File: src/rtl/cacheline_adapter_pkg.sv
// cacheline_adapter_pkg: state encoding and line/burst geometry shared by the adapter files.
package cacheline_adapter_pkg;
    localparam int BEATS = 4;
    localparam int BEAT_WIDTH = 64;
    localparam int LINE_WIDTH = BEATS * BEAT_WIDTH;
    localparam int OFFSET_BITS = 5;
    localparam int CNT_BITS = $clog2(BEATS);
    localparam logic [31:0] LINE_MASK = ~((32'd1 << OFFSET_BITS) - 32'd1);
    typedef enum logic [1:0] {IDLE, READ, WRITE, DONE} adapter_state_t;
endpackage

File: src/rtl/cacheline_adapter_if.sv
// cacheline_adapter_if: cache-side line port plus memory-side burst port of the adapter.
interface cacheline_adapter_if;
    import cacheline_adapter_pkg::*;
    logic [31:0] mem_address;
    logic mem_read;
    logic mem_write;
    logic [LINE_WIDTH-1:0] mem_wdata256;
    logic [LINE_WIDTH-1:0] mem_rdata256;
    logic mem_resp;
    logic [31:0] pmem_address;
    logic pmem_read;
    logic pmem_write;
    logic [BEAT_WIDTH-1:0] pmem_wdata;
    logic [BEAT_WIDTH-1:0] pmem_rdata;
    logic pmem_resp;
    modport master (
        output mem_address, mem_read, mem_write, mem_wdata256, pmem_rdata, pmem_resp,
        input mem_rdata256, mem_resp, pmem_address, pmem_read, pmem_write, pmem_wdata
    );
    modport slave (
        input mem_address, mem_read, mem_write, mem_wdata256, pmem_rdata, pmem_resp,
        output mem_rdata256, mem_resp, pmem_address, pmem_read, pmem_write, pmem_wdata
    );
endinterface

File: src/rtl/cacheline_adapter_beat_counter.sv
// cacheline_adapter_beat_counter: beat index within a burst, wraps at the last beat.
module cacheline_adapter_beat_counter
    import cacheline_adapter_pkg::*;
(
    input logic clk,
    input logic rst,
    input logic clr_i,
    input logic en_i,
    output logic [CNT_BITS-1:0] cnt_o
);
    logic [CNT_BITS-1:0] cnt_q;
    always_ff @(posedge clk or posedge rst) begin
        if (rst) cnt_q <= '0;
        else if (clr_i) cnt_q <= '0;
        else if (en_i) cnt_q <= cnt_q + CNT_BITS'(1);
    end
    assign cnt_o = cnt_q;
endmodule

File: src/rtl/cacheline_adapter.sv
// cacheline_adapter: turns one 256-bit line read/writeback into a 4 x 64-bit memory burst.
// Define CACHELINE_ADAPTER_FAST_RESP_EN to complete reads in the cycle the last beat arrives.
module cacheline_adapter
    import cacheline_adapter_pkg::*;
(
    input logic clk,
    input logic rst,
    cacheline_adapter_if.slave bus
);
    adapter_state_t state_q, state_d;
    logic [31:0] addr_q;
    logic [LINE_WIDTH-1:0] wdata_q, line_q;
    logic [CNT_BITS-1:0] cnt;
    logic busy, beat, last, fast_resp;

    assign busy = (state_q == READ) || (state_q == WRITE);
    assign beat = busy && bus.pmem_resp;
    assign last = beat && (cnt == CNT_BITS'(BEATS - 1));

    cacheline_adapter_beat_counter u_cnt (
        .clk(clk),
        .rst(rst),
        .clr_i(state_q == IDLE),
        .en_i(beat),
        .cnt_o(cnt)
    );

`ifdef CACHELINE_ADAPTER_FAST_RESP_EN
    assign fast_resp = last && (state_q == READ);
`else
    assign fast_resp = 1'b0;
`endif

    always_comb begin
        state_d = state_q;
        case (state_q)
            IDLE: state_d = bus.mem_read ? READ : bus.mem_write ? WRITE : IDLE;
            READ: state_d = fast_resp ? IDLE : last ? DONE : READ;
            WRITE: state_d = last ? DONE : WRITE;
            default: state_d = IDLE;
        endcase
    end

    // Request fields are sampled every idle cycle, so the value kept is the one seen on leaving IDLE.
    always_ff @(posedge clk or posedge rst) begin
        if (rst) begin
            state_q <= IDLE;
            addr_q <= '0;
            wdata_q <= '0;
            line_q <= '0;
        end else begin
            state_q <= state_d;
            if (state_q == IDLE) begin
                addr_q <= bus.mem_address & LINE_MASK;
                wdata_q <= bus.mem_wdata256;
            end
            if (beat && state_q == READ) line_q[cnt*BEAT_WIDTH +: BEAT_WIDTH] <= bus.pmem_rdata;
        end
    end

    always_comb begin
        bus.pmem_read = state_q == READ;
        bus.pmem_write = state_q == WRITE;
        bus.pmem_address = busy ? addr_q : '0;
        bus.pmem_wdata = (state_q == WRITE) ? wdata_q[cnt*BEAT_WIDTH +: BEAT_WIDTH] : '0;
        bus.mem_resp = (state_q == DONE) || fast_resp;
        bus.mem_rdata256 = fast_resp ? {bus.pmem_rdata, line_q[LINE_WIDTH-BEAT_WIDTH-1:0]} : line_q;
    end
endmodule
File: src/flat_wrapper.sv
// flat-port wrapper written by rule: the top's interface ports become plain ports
module cacheline_adapter_flat import cacheline_adapter_pkg::*;
  (clk, rst, bus_mem_address, bus_mem_read, bus_mem_write, bus_mem_wdata256, bus_pmem_rdata, bus_pmem_resp, bus_mem_rdata256, bus_mem_resp, bus_pmem_address, bus_pmem_read, bus_pmem_write, bus_pmem_wdata);
  cacheline_adapter_if bus_i ();
  input logic clk;
  input logic rst;
  input wire logic [$bits(bus_i.mem_address)-1:0] bus_mem_address;
  input wire logic [$bits(bus_i.mem_read)-1:0] bus_mem_read;
  input wire logic [$bits(bus_i.mem_write)-1:0] bus_mem_write;
  input wire logic [$bits(bus_i.mem_wdata256)-1:0] bus_mem_wdata256;
  input wire logic [$bits(bus_i.pmem_rdata)-1:0] bus_pmem_rdata;
  input wire logic [$bits(bus_i.pmem_resp)-1:0] bus_pmem_resp;
  output wire logic [$bits(bus_i.mem_rdata256)-1:0] bus_mem_rdata256;
  output wire logic [$bits(bus_i.mem_resp)-1:0] bus_mem_resp;
  output wire logic [$bits(bus_i.pmem_address)-1:0] bus_pmem_address;
  output wire logic [$bits(bus_i.pmem_read)-1:0] bus_pmem_read;
  output wire logic [$bits(bus_i.pmem_write)-1:0] bus_pmem_write;
  output wire logic [$bits(bus_i.pmem_wdata)-1:0] bus_pmem_wdata;
  assign bus_i.mem_address = bus_mem_address;
  assign bus_i.mem_read = bus_mem_read;
  assign bus_i.mem_write = bus_mem_write;
  assign bus_i.mem_wdata256 = bus_mem_wdata256;
  assign bus_i.pmem_rdata = bus_pmem_rdata;
  assign bus_i.pmem_resp = bus_pmem_resp;
  assign bus_mem_rdata256 = bus_i.mem_rdata256;
  assign bus_mem_resp = bus_i.mem_resp;
  assign bus_pmem_address = bus_i.pmem_address;
  assign bus_pmem_read = bus_i.pmem_read;
  assign bus_pmem_write = bus_i.pmem_write;
  assign bus_pmem_wdata = bus_i.pmem_wdata;
  cacheline_adapter u_core (.clk(clk), .rst(rst), .bus(bus_i));
endmodule
File: config.mk
export PLATFORM = sky130hd
export DESIGN_NAME = cacheline_adapter_flat
export DESIGN_NICKNAME = d
export VERILOG_FILES = /design/src/rtl/cacheline_adapter_pkg.sv /design/src/rtl/cacheline_adapter_if.sv /design/src/rtl/cacheline_adapter_beat_counter.sv /design/src/rtl/cacheline_adapter.sv /design/src/flat_wrapper.sv
export SDC_FILE = /design/constraint.sdc
export NUM_CORES = 1
export LEC_CHECK = 0
export ABC_AREA = 1
export CORE_AREA = 2 2 276 278
export CTS_CLUSTER_DIAMETER = 120
export DETAILED_ROUTE_END_ITERATION = 12
export DIE_AREA = 0 0 278 280
export DONT_BUFFER_PORTS = 1
export PLACE_DENSITY_LB_ADDON = 0.1
export SLEW_MARGIN = 10
export SYNTH_ARGS = -nofsm -noshare
export SYNTH_HDL_FRONTEND = slang
export SYNTH_SLANG_ARGS = --single-unit
File: constraint.sdc
create_clock -name clk -period 21.7 [get_ports clk]
set_input_delay 4.34 -clock clk [delete_from_list [all_inputs] [get_ports clk]]
set_output_delay 4.34 -clock clk [all_outputs]
set_load 0.03 [all_outputs]
Word level (Yosys, flattened, before mapping)
Index checks and enable logic that the tools add are counted.
{ "word_totals": {"reg_bits": 543, "inputBits": 357} }
{ "classes": {"n_addsub": 2, "eq_ne": 4, "shifts": 3, "muxes": 10, "n_reduce_logical": 6} }
{ "ops": {"columns": ["operator", "n"], "rows": [
  ["bitwise mux 256 bit", 1],
  ["variable shift 64 x 34 -> 256 bit (first input constant)", 1],
  ["indexed part select 256 x 9 -> 64 bit", 1],
  ["indexed part select 64 x 34 -> 256 bit", 1],
  ["2-to-1 mux 64 bit", 1],
  ["negation 8 -> 34 bit", 1],
  ["2-to-1 mux 32 bit", 1],
  ["2-to-1 mux 2 bit", 5],
  ["equality test 2 bit (second input constant)", 3],
  ["case mux 2 bit (3 select lines)", 1],
  ["logical AND 1 bit", 3],
  ["adder 2 x 1 -> 2 bit (second input constant)", 1],
  ["equality test 2 x 1 -> 1 bit (second input constant)", 1],
  ["zero test 2 bit", 1],
  ["nonzero test 2 bit", 1],
  ["logical OR 1 bit", 1],
  ["2-to-1 mux 1 bit", 1]
]} }

Longest topological paths before layout
Gate-level depths: netlist of run 1.
{ "logic_depth": {"ltp_word": 6, "depth_mapped": 10} }

By module
A second synthesis of run 1 with hierarchy kept.
{ "hier_totals": {"hier_cells": 2969, "hier_area_um2": 24190.7} }
{ "modules_own_cells": {"columns": ["module", "instances", "cells_each", "area_each_um2"], "rows": [
  ["cacheline_adapter", 1, 2957, 24100.6],
  ["cacheline_adapter_beat_counter", 1, 12, 90.1]
]} }

Worst setup path after synthesis of run 1
Ideal clock, no wire load.
{ "synth_path": {"kind": "register -> output", "startpoint": "register u_core.state_q[0]", "endpoint": "output port bus_pmem_wdata[13]", "t_arrival_ns": 1.800, "path_slack_ns": 15.560, "stages_incl_launch_ff": 7, "n_path_buf": 2, "path_cell_list": "dfrtp_1 > inv_1 > ha_1 > inv_1 > clkbuf_1 > clkbuf_1 > a21oi_1"} }
{ "synth_between": {"elab_chain_cells": 2} }
{ "synth_lines": {"columns": ["item", "line_no", "source"], "rows": [
  ["start, declared", "cacheline_adapter.sv:10", "adapter_state_t state_q, state_d;"],
  ["start signal, assigned", "cacheline_adapter.sv:52", "state_q <= state_d;"],
  ["equality test 2 bit", null, null],
  ["named net bus_pmem_write", "flat_wrapper.sv:17", "output wire logic [$bits(bus_i.pmem_write)-1:0] bus_pmem_write;"],
  ["2-to-1 mux 64 bit", "cacheline_adapter.sv:65", "bus.pmem_wdata = (state_q == WRITE) ? wdata_q[cnt*BEAT_WIDTH +: BEAT_WIDTH] : '0;"],
  ["end, declared", "flat_wrapper.sv:18", "output wire logic [$bits(bus_i.pmem_wdata)-1:0] bus_pmem_wdata;"]
]} }
The timed path passes the listed nets, and every way through them passes these cells.

Final worst setup path of run 1
{ "layout_path": {"startpoint": "register u_core.u_cnt.cnt_q[0] (netlist: u_core.u_cnt.cnt_o[0])", "endpoint": "output port bus_pmem_wdata[18]"} }
{ "layout_between": {"elab_chain_cells": 2} }
{ "layout_lines": {"columns": ["item", "line_no", "source"], "rows": [
  ["start, declared", "cacheline_adapter_beat_counter.sv:11", "logic [CNT_BITS-1:0] cnt_q;"],
  ["start signal, assigned", "cacheline_adapter_beat_counter.sv:15", "else if (en_i) cnt_q <= cnt_q + CNT_BITS'(1);"],
  ["indexed part select 256 x 9 -> 64 bit", "cacheline_adapter.sv:65", null],
  ["2-to-1 mux 64 bit", "cacheline_adapter.sv:65", null]
]} }
Every way passes these cells.

==> results of run 1 <==
[layer usage]
| metal | GRT usage, % | part of all wire [%] |
|---|---|---|
| met2 | 36.51 | 48 |
| met4 | 6.112 | 2.4 |
| met1 | 25.60 | 39 |
| met3 | 8.352 | 10 |
| met5 | 0 | 0.092 |
[logic make-up (layout without fill, tap and decap cells)]
| family | count (synthesis) | in the layout |
|---|---|---|
| buffers and inverters | 520 | 432 |
| DFF | 543 | 543 |
| adders and majority gates | 9 | 9 |
| AOI/OAI and AO/OA | 497 | 497 |
| and+or+nand+nor | 1447 | 1447 |
| other | 1 | 14 |
| muxes | 27 | 27 |
[area by class of cell]
cell class | count | area, um2
Clock buffer | 85 | 1737
Timing Repair Buffer | 27 | 227.7
Sequential cell | 543 | 13590
Multi-Input combinational cell | 1985 | 8852
Clock inverter | 22 | 201.4
Tap cell | 978 | 1224
Antenna cell | 9 | 22.52
Fill cell | 7901 | 48210
Inverter | 298 | 1129
[registers in the layout, summed over array words and instances, names as in the netlist]
signal	count
u_core.addr_q	27
u_core.bus.mem_rdata256	256
u_core.state_q	2
u_core.u_cnt.cnt_o	2
u_core.wdata_q	256
[stage by stage]
stage               hold slack (ns)  area (um2)  setup WS (ns)
detailed placement           0.4952       25030          13.93
global placement             0.4909       25030          14.00
finish                       0.5057       26990          13.82
global route                 0.5249       26980          13.61
CTS                          0.5087       26960          13.68
floorplan                    0.4810       24540          2.181
[power breakdown]
part	switching (uW)	internal, uW	total (uW)
sequential	332	1360	1690
combinational	1150	382	1530
clock	428	589	1020
total	1910	2330	4240
[cells in the final DEF (no fill, tap or decap)]
master / n
ha_2: 1
a21oi_1: 66
nand3_1: 304
mux2_2: 27
inv_8: 1
clkbuf_8: 12
buf_12: 2
inv_1: 291
o21ai_0: 330
o21ai_1: 100
nor3_1: 1
conb_1: 5
inv_6: 1
buf_4: 25
clkbuf_16: 61
nor2_4: 5
inv_2: 5
ha_4: 2
ha_1: 6
clkinv_4: 2
diode_2: 9
nand2_2: 3
dfrtp_4: 1
clkinvlp_4: 2
dfrtp_1: 541
nand2_4: 2
dfrtp_2: 1
clkinv_2: 14
nand3_4: 1
clkbuf_1: 12
bufinv_16: 3
inv_4: 1
nor2_1: 88
nand2_1: 1042
a211oi_1: 1
nor3_4: 1
[critical path, stage by stage (launching register included)]
cell and delay [ns]:
dfrtp_4 0.97, inv_4 0.40, buf_4 0.48, nand2_1 0.14, nand3_1 0.08, a21oi_1 0.81
[synth_stat cells]
master / instances
a211oi_1: 1
a21oi_1: 66
buf_1: 14
buf_2: 89
buf_4: 20
buf_6: 3
clkbuf_1: 96
conb_1: 1
dfrtp_1: 543
ha_1: 9
inv_1: 295
inv_2: 3
mux2_2: 27
nand2_1: 1045
nand2_2: 2
nand3_1: 304
nand3_4: 1
nor2_1: 89
nor2_2: 1
nor2_4: 3
nor3_1: 1
nor3_4: 1
o21ai_0: 330
o21ai_1: 100
[worst min-delay path by stage]
stage	startpoint	to	slack, ns	depth (start not counted)
2_1_floorplan	u_core.addr_q[31]	u_core.addr_q[31]	0.48	1
3_3_place_gp	u_core.addr_q[7]	u_core.addr_q[7]	0.49	1
3_5_place_dp	u_core.addr_q[27]	u_core.addr_q[27]	0.50	1
4_1_cts	u_core.addr_q[27]	u_core.addr_q[27]	0.51	1
5_1_grt	u_core.addr_q[31]	u_core.addr_q[31]	0.52	1
6_report	u_core.addr_q[16]	u_core.addr_q[16]	0.51	1
==> run summary, run 1 <==
status -> finished clean
maximum vdd ir drop -> 0.1033 mV
Residual DRC -> 0
worst r2r src -> u_core.u_cnt.cnt_o[0]
period utilization -> 36.30%
I/O pin total -> 712
Layout area overhead -> 10.02%
post-synthesis adder-cell area fraction -> 0.4591%
drt pass-1 iters -> 5
critical path data arrival time -> 3.54 ns
final setup fails -> 0
floorplan row count -> 101
synthesized cell area -> 24,530 um2
total wire length -> 86,550 um
Nets -> 3,280
Tot Pwr -> 4237 uW
Num CTS Buffers -> 59
vias per cell -> 4.995
worst-margin pin slew -> 1.176 ns
Hold Violations, Final -> 0
Pins Over Slew Limit -> 0
Syn Inst Count -> 3,044
Die Y -> 280 um
vias post-DR -> 19,716
PwrDens -> 157.0 nW/um2
critical path endpoint category -> primary output
Unique masters post-synth -> 24
Tot GR Track Use -> 21.63%
GR Overflow Total -> 0
share of cells above drive strength 1 -> 5.845%
Initial Util -> 32.62%
crit path launch type -> register
largest area contributor in the netlist -> dfrtp_1
vias in the first global route -> 19,661
crit-path max FO -> 63
WL per Instance -> 21.93 um
Resized Gates After CTS -> 0
Final Core Density -> 35.89%
top cell type's share of synthesized area -> 55.40%
YS warnings -> 0
port bufs -> 0
H-Tree Depth -> 2
Max-Cap Viols -> 0
Die Wd -> 278 um
sequential area share after synthesis -> 55.40%
main combinational cell family by area after synthesis -> simple AND/OR/NAND/NOR gates
worst r2r dst -> u_core.bus.mem_rdata256[159]
Max Root-Sink Buffers -> 3
Crit Path Category -> register to primary output
die area -> 77,840 um2
Antenna Violating Nets Remaining -> 0
post-synthesis mux area share -> 1.240%
fmax -> 127.0 MHz
Clock Latency Late Sink -> 0.61 ns
initial antenna violation count -> 16
Hold Buf Count CTS -> 0
first-pass GRT wire length -> 129,600 um
reg2reg setup slack -> 16.67 ns
Worst R2R Path Depth -> 9
RSZ-0062 raised after global routing -> false
placed cells -> 3,831
Avg Cell Area, Syn -> 8.058 um2
CP Capture Point -> bus_pmem_wdata[18]
minimum clock period -> 7.877 ns
XOR/XNOR Fraction of Synth Area -> 0%
CTS tree -> built
Setup crit start -> u_core.u_cnt.cnt_o[0]
relative max-transition margin -> 21.60%
core area -> 75,190 um2
DPL Wire Length -> 56,080 um
Post-Synth Simple-Gate Area -> 23.93%
largest net degree at the start of global routing -> 258
Compound-Gate Fraction of Synth Area -> 10.15%
Clock Sinks -> 543
CTS root buffer -> clkbuf_16
CP required -> 17.36 ns
CTS clk-pin slew, worst paths -> 0.06 ns
routability-driven placement congestion ratio -> 0.8343
largest cells by area after synthesis -> dfrtp_1, nand2_1, o21ai_0
Final Non-Filler Cells -> 3,947
Leak -> 0.01331 uW
Worst Clk Skew -> 0.01018 ns
Initial DRC Count -> 1,421
TNS Setup -> 0 ns
Synth Register Bits -> 543
Setup Buffers After CTS -> 0
Tightest Hold Check Type -> register to register
(Power assumes the default switching activity.)
==> run 2: changes to the inputs <==
==> constraint.sdc (replaced) <==
create_clock -name clk -period 7.8 [get_ports clk]
set_input_delay 1.56 -clock clk [delete_from_list [all_inputs] [get_ports clk]]
set_output_delay 1.56 -clock clk [all_outputs]
set_load 0.03 [all_outputs]
==> run summary, run 2 (synthesis results as in run 1) <==
most frequent cells in the layout -> nand2_1, dfrtp_1, o21ai_0
worst r2r dst -> u_core.bus.mem_rdata256[203]
Buf+Inv Stages, Crit Path -> 2 (unchanged)
Leak -> 0.01342 uW (+0.82%)
final instance area -> 27,220 um2 (+0.86%)
Hold Path Stages -> 1 (unchanged)
Hold Buf Count CTS -> 0 (unchanged)
Initial DRC Count -> 1,364 (-4.0%)
critical-path cell list -> inv_4, buf_4, nand2_1, nand3_1, a21oi_1
Antenna Violating Nets Remaining -> 0 (unchanged)
drt pass-1 iters -> 5 (unchanged)
share of cells above drive strength 1 -> 5.962% (+0.12 points)
CTS clk-pin slew, worst paths -> 0.06 ns (about the same)
CTS tree -> built
largest net degree at the start of global routing -> 254 (-1.6%)
vias per cell -> 4.984 (-0.22%)
Max Root-Sink Buffers -> 3 (unchanged)
die area -> 77,840 um2 (unchanged)
Crit path largest cell delay -> 0.87 ns (-0.10 ns)
total wire length -> 86,270 um (-0.32%)
crit-path max FO -> 73 (+16%)
Tot GR Track Use -> 21.65% (about the same)
Setup Buffers After CTS -> 0 (unchanged)
met2 wire len -> 41,440 um (-1.3%)
first-pass GRT wire length -> 129,100 um (-0.40%)
Worst Clk Skew -> 0.03186 ns (+0.02168 ns)
crit path launch type -> register
CP required -> 6.24 ns (-11.12 ns)
Clock Sinks -> 543 (unchanged)
final setup fails -> 0 (unchanged)
WL met3 -> 8392 um (-3.4%)
status -> finished clean
Worst Hold Endpoint -> u_core.addr_q[29]
H-Tree Depth -> 3 (+1)
Crit Path Category -> register to primary output
vias post-DR -> 19,687 (-0.15%)
port bufs -> 0 (unchanged)
Clock Latency Late Sink -> 0.60 ns (about the same)
final-layout fill cell count -> 7,876 (-0.32%)
WL per Instance -> 21.84 um (-0.40%)
relative max-transition margin -> 25.67% (+4.1 points)
I/O pin total -> 712 (unchanged)
Hold Crit Start -> u_core.addr_q[29]
Metal-1 WL -> 33,790 um (about the same)
DPL Wire Length -> 56,030 um (about the same)
floorplan row count -> 101 (unchanged)
PwrDens -> 441.5 nW/um2 (+180%)
Hold Violations, Final -> 0 (unchanged)
critical path endpoint category -> primary output
reg2reg setup slack -> 3.60 ns (-13.07 ns)
Nets -> 3,289 (+0.27%)
CTS root buffer -> clkbuf_16
GR Overflow Total -> 0 (unchanged)
Max Used Layer -> met5
CP max-delay cell -> dfrtp_4
routability-driven placement congestion ratio -> 0.8464 (+1.5%)
Num CTS Buffers -> 67 (+14%)
Tightest Hold Check Type -> register to register
worst r2r src -> u_core.u_cnt.cnt_o[0]
Min Hold Slack -> 0.5057 ns (+0.00004700 ns)
core area -> 75,190 um2 (unchanged)
vias in the first global route -> 19,575 (-0.44%)
RSZ-0062 raised after global routing -> false
Max-Cap Viols -> 0 (unchanged)
minimum clock period -> 5.190 ns
Pins Over Slew Limit -> 0 (unchanged)
most common library cell in the layout ignoring fill and taps -> nand2_1
Worst R2R Path Depth -> 8 (-1)
Layout area overhead -> 10.97%
maximum vdd ir drop -> 0.2604 mV (+150%)
period utilization -> 66.54%
critical path data arrival time -> 3.63 ns (+0.09 ns)
initial antenna violation count -> 10 (-6)
CP delay by family, top -> buffers and inverters
Placement Cell Area -> 25,050 um2 (+0.11%)
fmax -> 192.7 MHz
Die Y -> 280 um (unchanged)
worst-margin pin slew -> 1.115 ns (-0.06103 ns)
Residual DRC -> 0 (unchanged)
Die Wd -> 278 um (unchanged)
Initial Util -> 32.62% (unchanged)
Resized Gates After CTS -> 0 (unchanged)
[run 2: cell types whose count changed in the layout (fill, tap and decap cells not counted)]
cell        change
clkbuf_16       +8
clkinv_2        -6
diode_2         -6
clkbuf_1        +5
clkinv_8        +4
buf_12          +2
clkbuf_8        +2
buf_4           -1
bufinv_16       -1
clkinv_4        -1
clkinvlp_4      -1
inv_6           -1
inv_8           -1
[run 2: cell type report]
| type | instances | area (um2) | share of cell area [%] |
|---|---|---|---|
| inverter | 298 | 1125 | 4.133 |
| sequential | 543 | 13590 | 49.94 |
| tap | 978 | 1224 | 4.496 |
| clock buffer | 100 | 1983 | 7.286 |
| timing repair buffer | 28 | 260.3 | 0.9561 |
| multi-input combinational | 1985 | 8852 | 32.52 |
| clock inverter | 15 | 173.9 | 0.6390 |
| antenna | 3 | 7.507 | 0.02758 |
[run 2: report_power, final]
| group | switching (uW) | internal, uW |
|---|---|---|
| Sequential | 921 | 3780 |
| Clock | 1250 | 1830 |
| Combinational | 3170 | 1060 |
[run 2: per-layer routing]
layer / up-vias / track usage, %
met5: - / 0
met1: 9479 / 25.81
met3: 150 / 8.186
met4: 16 / 6.847
li1: 9327 / -
met2: 715 / 36.09
[run 2: worst register-to-register path, delay by kind of cell (launching register included)]
family                   cells  cell delay [ns]
buffers and inverters        4             2.09
flip-flops                   1             0.87
adder cells (fa/ha/maj)      1             0.58
AND/OR/NAND/NOR              2             0.40
AO/OA/AOI/OAI                1             0.17
[run 2: how the worst max path moves through the flow]
stage	startpoint	end	slack, ns	cells after the start
floorplan	rst	u_core.addr_q[10]	-1.15	1
global placement	u_core.u_cnt.cnt_o[0]	bus_pmem_wdata[52]	3.07	5
detailed placement	u_core.u_cnt.cnt_o[0]	bus_pmem_wdata[52]	3.08	5
CTS	u_core.u_cnt.cnt_o[0]	bus_pmem_wdata[52]	2.43	5
global route	u_core.u_cnt.cnt_o[0]	bus_pmem_wdata[52]	2.32	5
finish	u_core.u_cnt.cnt_o[0]	bus_pmem_wdata[26]	2.61	5
[run 2: metrics by stage]
stage	util, %	setup TNS [ns]	power, uW	std cells	worst slack [ns]
after detailed placement	33.32	0	9058	3832	3.079
final	36.20	0	12020	3950	2.610
after global routing	36.20	0	12910	3949	2.322
after CTS	36.19	0	12190	3947	2.433
after global placement	33.32	0	8947	3832	3.067
after floorplan	-	-622.25	7896	3048	-1.146
==> run 3: changes to the inputs <==
==> constraint.sdc (replaced) <==
create_clock -name clk -period 5 [get_ports clk]
set_input_delay 1 -clock clk [delete_from_list [all_inputs] [get_ports clk]]
set_output_delay 1 -clock clk [all_outputs]
set_load 0.03 [all_outputs]
==> run summary, run 3 (synthesis results as in run 1) <==
Clock Sinks -> 543 (unchanged)
Min Hold Slack -> 0.3063 ns (-0.1995 ns)
critical path data arrival time -> 3.33 ns (-0.30 ns)
PwrDens -> 679.6 nW/um2 (+54%)
Nets -> 3,289 (unchanged)
Worst Clk Skew -> 0.01495 ns (-0.01691 ns)
P_int -> 10,100 uW (+51%)
crit-path max FO -> 129 (+77%)
initial antenna violation count -> 20 (+10)
Tot GR Track Use -> 21.70% (+0.052 points)
first-pass GRT wire length -> 129,200 um (about the same)
Pins Over Slew Limit -> 0 (unchanged)
Die Wd -> 278 um (unchanged)
final instance area -> 27,080 um2 (-0.51%)
Sw Pwr -> 8302 uW (+55%)
Crit path largest cell delay -> 0.86 ns (about the same)
worst-margin pin slew -> 1.143 ns (+0.02833 ns)
fmax -> 231.0 MHz
GR Overflow Total -> 0 (unchanged)
maximum vdd ir drop -> 0.4356 mV (+67%)
Clk pwr share -> 23.8% (-1.8 points)
CP max-delay cell -> dfrtp_4
Metal-1 WL -> 32,770 um (-3.0%)
Layout area overhead -> 10.40%
status -> finished clean
CTS tree -> built
Tightest Hold Check Type -> input port to async pin
vias in the first global route -> 19,467 (-0.55%)
Flop pwr share -> 39.9% (+0.7 points)
Max Used Layer -> met5
Crit Path Category -> register to primary output
TNS Setup -> 0 ns (unchanged)
Die Y -> 280 um (unchanged)
Clock Latency Late Sink -> 0.63 ns (+0.03 ns)
die area -> 77,840 um2 (unchanged)
floorplan row count -> 101 (unchanged)
RSZ-0062 raised after global routing -> false
Residual DRC -> 0 (unchanged)
met2 wire len -> 41,920 um (+1.2%)
drt pass-1 iters -> 5 (unchanged)
crit path launch type -> register
Initial Util -> 32.62% (unchanged)
critical-path cell list -> inv_4, buf_12, nand2_1, nand3_1, a21oi_1
CTS root buffer -> clkbuf_16
worst r2r src -> u_core.u_cnt.cnt_o[0]
largest net degree at the start of global routing -> 161 (-37%)
H-Tree Depth -> 2 (-1)
Switching Fraction -> 45.11% (+0.61 points)
Resized Gates After CTS -> 0 (unchanged)
relative max-transition margin -> 23.78% (-1.9 points)
Leak -> 0.01335 uW (-0.52%)
port bufs -> 0 (unchanged)
Tot Pwr -> 18,400 uW (+53%)
CP required -> 4.00 ns (-2.24 ns)
routability-driven placement congestion ratio -> 0.8253 (-2.5%)
vias per cell -> 4.990 (+0.11%)
reg2reg setup slack -> 1.68 ns (-1.92 ns)
WL per Instance -> 21.90 um (+0.28%)
worst r2r dst -> u_core.bus.mem_rdata256[167]
total wire length -> 86,640 um (+0.43%)
Hold Buf Count CTS -> 0 (unchanged)
Antenna Violating Nets Remaining -> 0 (unchanged)
WL met3 -> 9299 um (+11%)
I/O pin total -> 712 (unchanged)
Setup Buffers After CTS -> 0 (unchanged)
share of cells above drive strength 1 -> 5.863% (-0.099 points)
minimum clock period -> 4.330 ns
final setup fails -> 0 (unchanged)
Worst R2R Path Depth -> 7 (-1)
Placement Cell Area -> 25,150 um2 (+0.38%)
Max-Cap Viols -> 0 (unchanged)
combinational fraction of design power -> 36.3% (+1.1 points)
critical path endpoint category -> primary output
Max Root-Sink Buffers -> 3 (unchanged)
most common library cell in the layout ignoring fill and taps -> nand2_1
Num CTS Buffers -> 61 (-9.0%)
CTS clk-pin slew, worst paths -> 0.06 ns (about the same)
vias post-DR -> 19,739 (+0.26%)
DPL Wire Length -> 57,390 um (+2.4%)
period utilization -> 86.60%
most frequent cells in the layout -> nand2_1, dfrtp_1, o21ai_0
Hold Violations, Final -> 0 (unchanged)
core area -> 75,190 um2 (unchanged)
Initial DRC Count -> 1,363 (-0.073%)
run 3: power groups by stage:
stage	sequential, uW	clock [uW]	combinational [uW]
3_3_place_gp	7390	0	6650
4_1_cts	7360	4480	6810
2_1_floorplan	7080	0	5240
3_5_place_dp	7430	0	6780
5_1_grt	7510	4660	7620
6_report	7340	4370	6680
run 3: worst max path at each step:
stage / cells after the start / to / slack, ns / from
after CTS: 5 / bus_pmem_wdata[26] / 0.62 / u_core.state_q[0]
after detailed placement: 5 / bus_pmem_wdata[26] / 1.30 / u_core.state_q[0]
final: 5 / bus_pmem_wdata[28] / 0.67 / u_core.u_cnt.cnt_o[0]
after global placement: 5 / bus_pmem_wdata[26] / 1.30 / u_core.state_q[0]
after global routing: 5 / bus_pmem_wdata[26] / 0.50 / u_core.state_q[0]
after floorplan: 1 / u_core.addr_q[10] / -3.39 / rst
run 3: per-layer routing:
| layer | up-vias | global-route usage [%] |
|---|---|---|
| li1 | 9321 | - |
| met1 | 9542 | 25.30 |
| met2 | 700 | 36.13 |
| met3 | 154 | 9.118 |
| met4 | 22 | 6.902 |
| met5 | - | 0 |
run 3: cell type report:
| class | count | area (um2) |
|---|---|---|
| Antenna cell | 10 | 25.02 |
| Clock inverter | 15 | 106.4 |
| Inverter | 298 | 1125 |
| Clock buffer | 93 | 1799 |
| Tap cell | 978 | 1224 |
| Fill cell | 7901 | 48110 |
| Multi-Input combinational cell | 1985 | 8852 |
| Sequential cell | 543 | 13590 |
| Timing Repair Buffer | 34 | 355.3 |
run 3: stage by stage:
step,utilization (%),std cells,setup slack [ns]
global placement,33.45,3838,1.305
finish,36.01,3956,0.6701
detailed placement,33.45,3838,1.300
global route,36.00,3953,0.4999
CTS,35.98,3946,0.6187
floorplan,-,3048,-3.386
run 3: critical path, delay by kind of cell (launching register included):
| kind | cells | cell delay, ns |
|---|---|---|
| AOI/OAI and AO/OA | 1 | 0.77 |
| and+or+nand+nor | 2 | 0.34 |
| buffers and inverters | 2 | 0.45 |
| DFF | 1 | 0.86 |
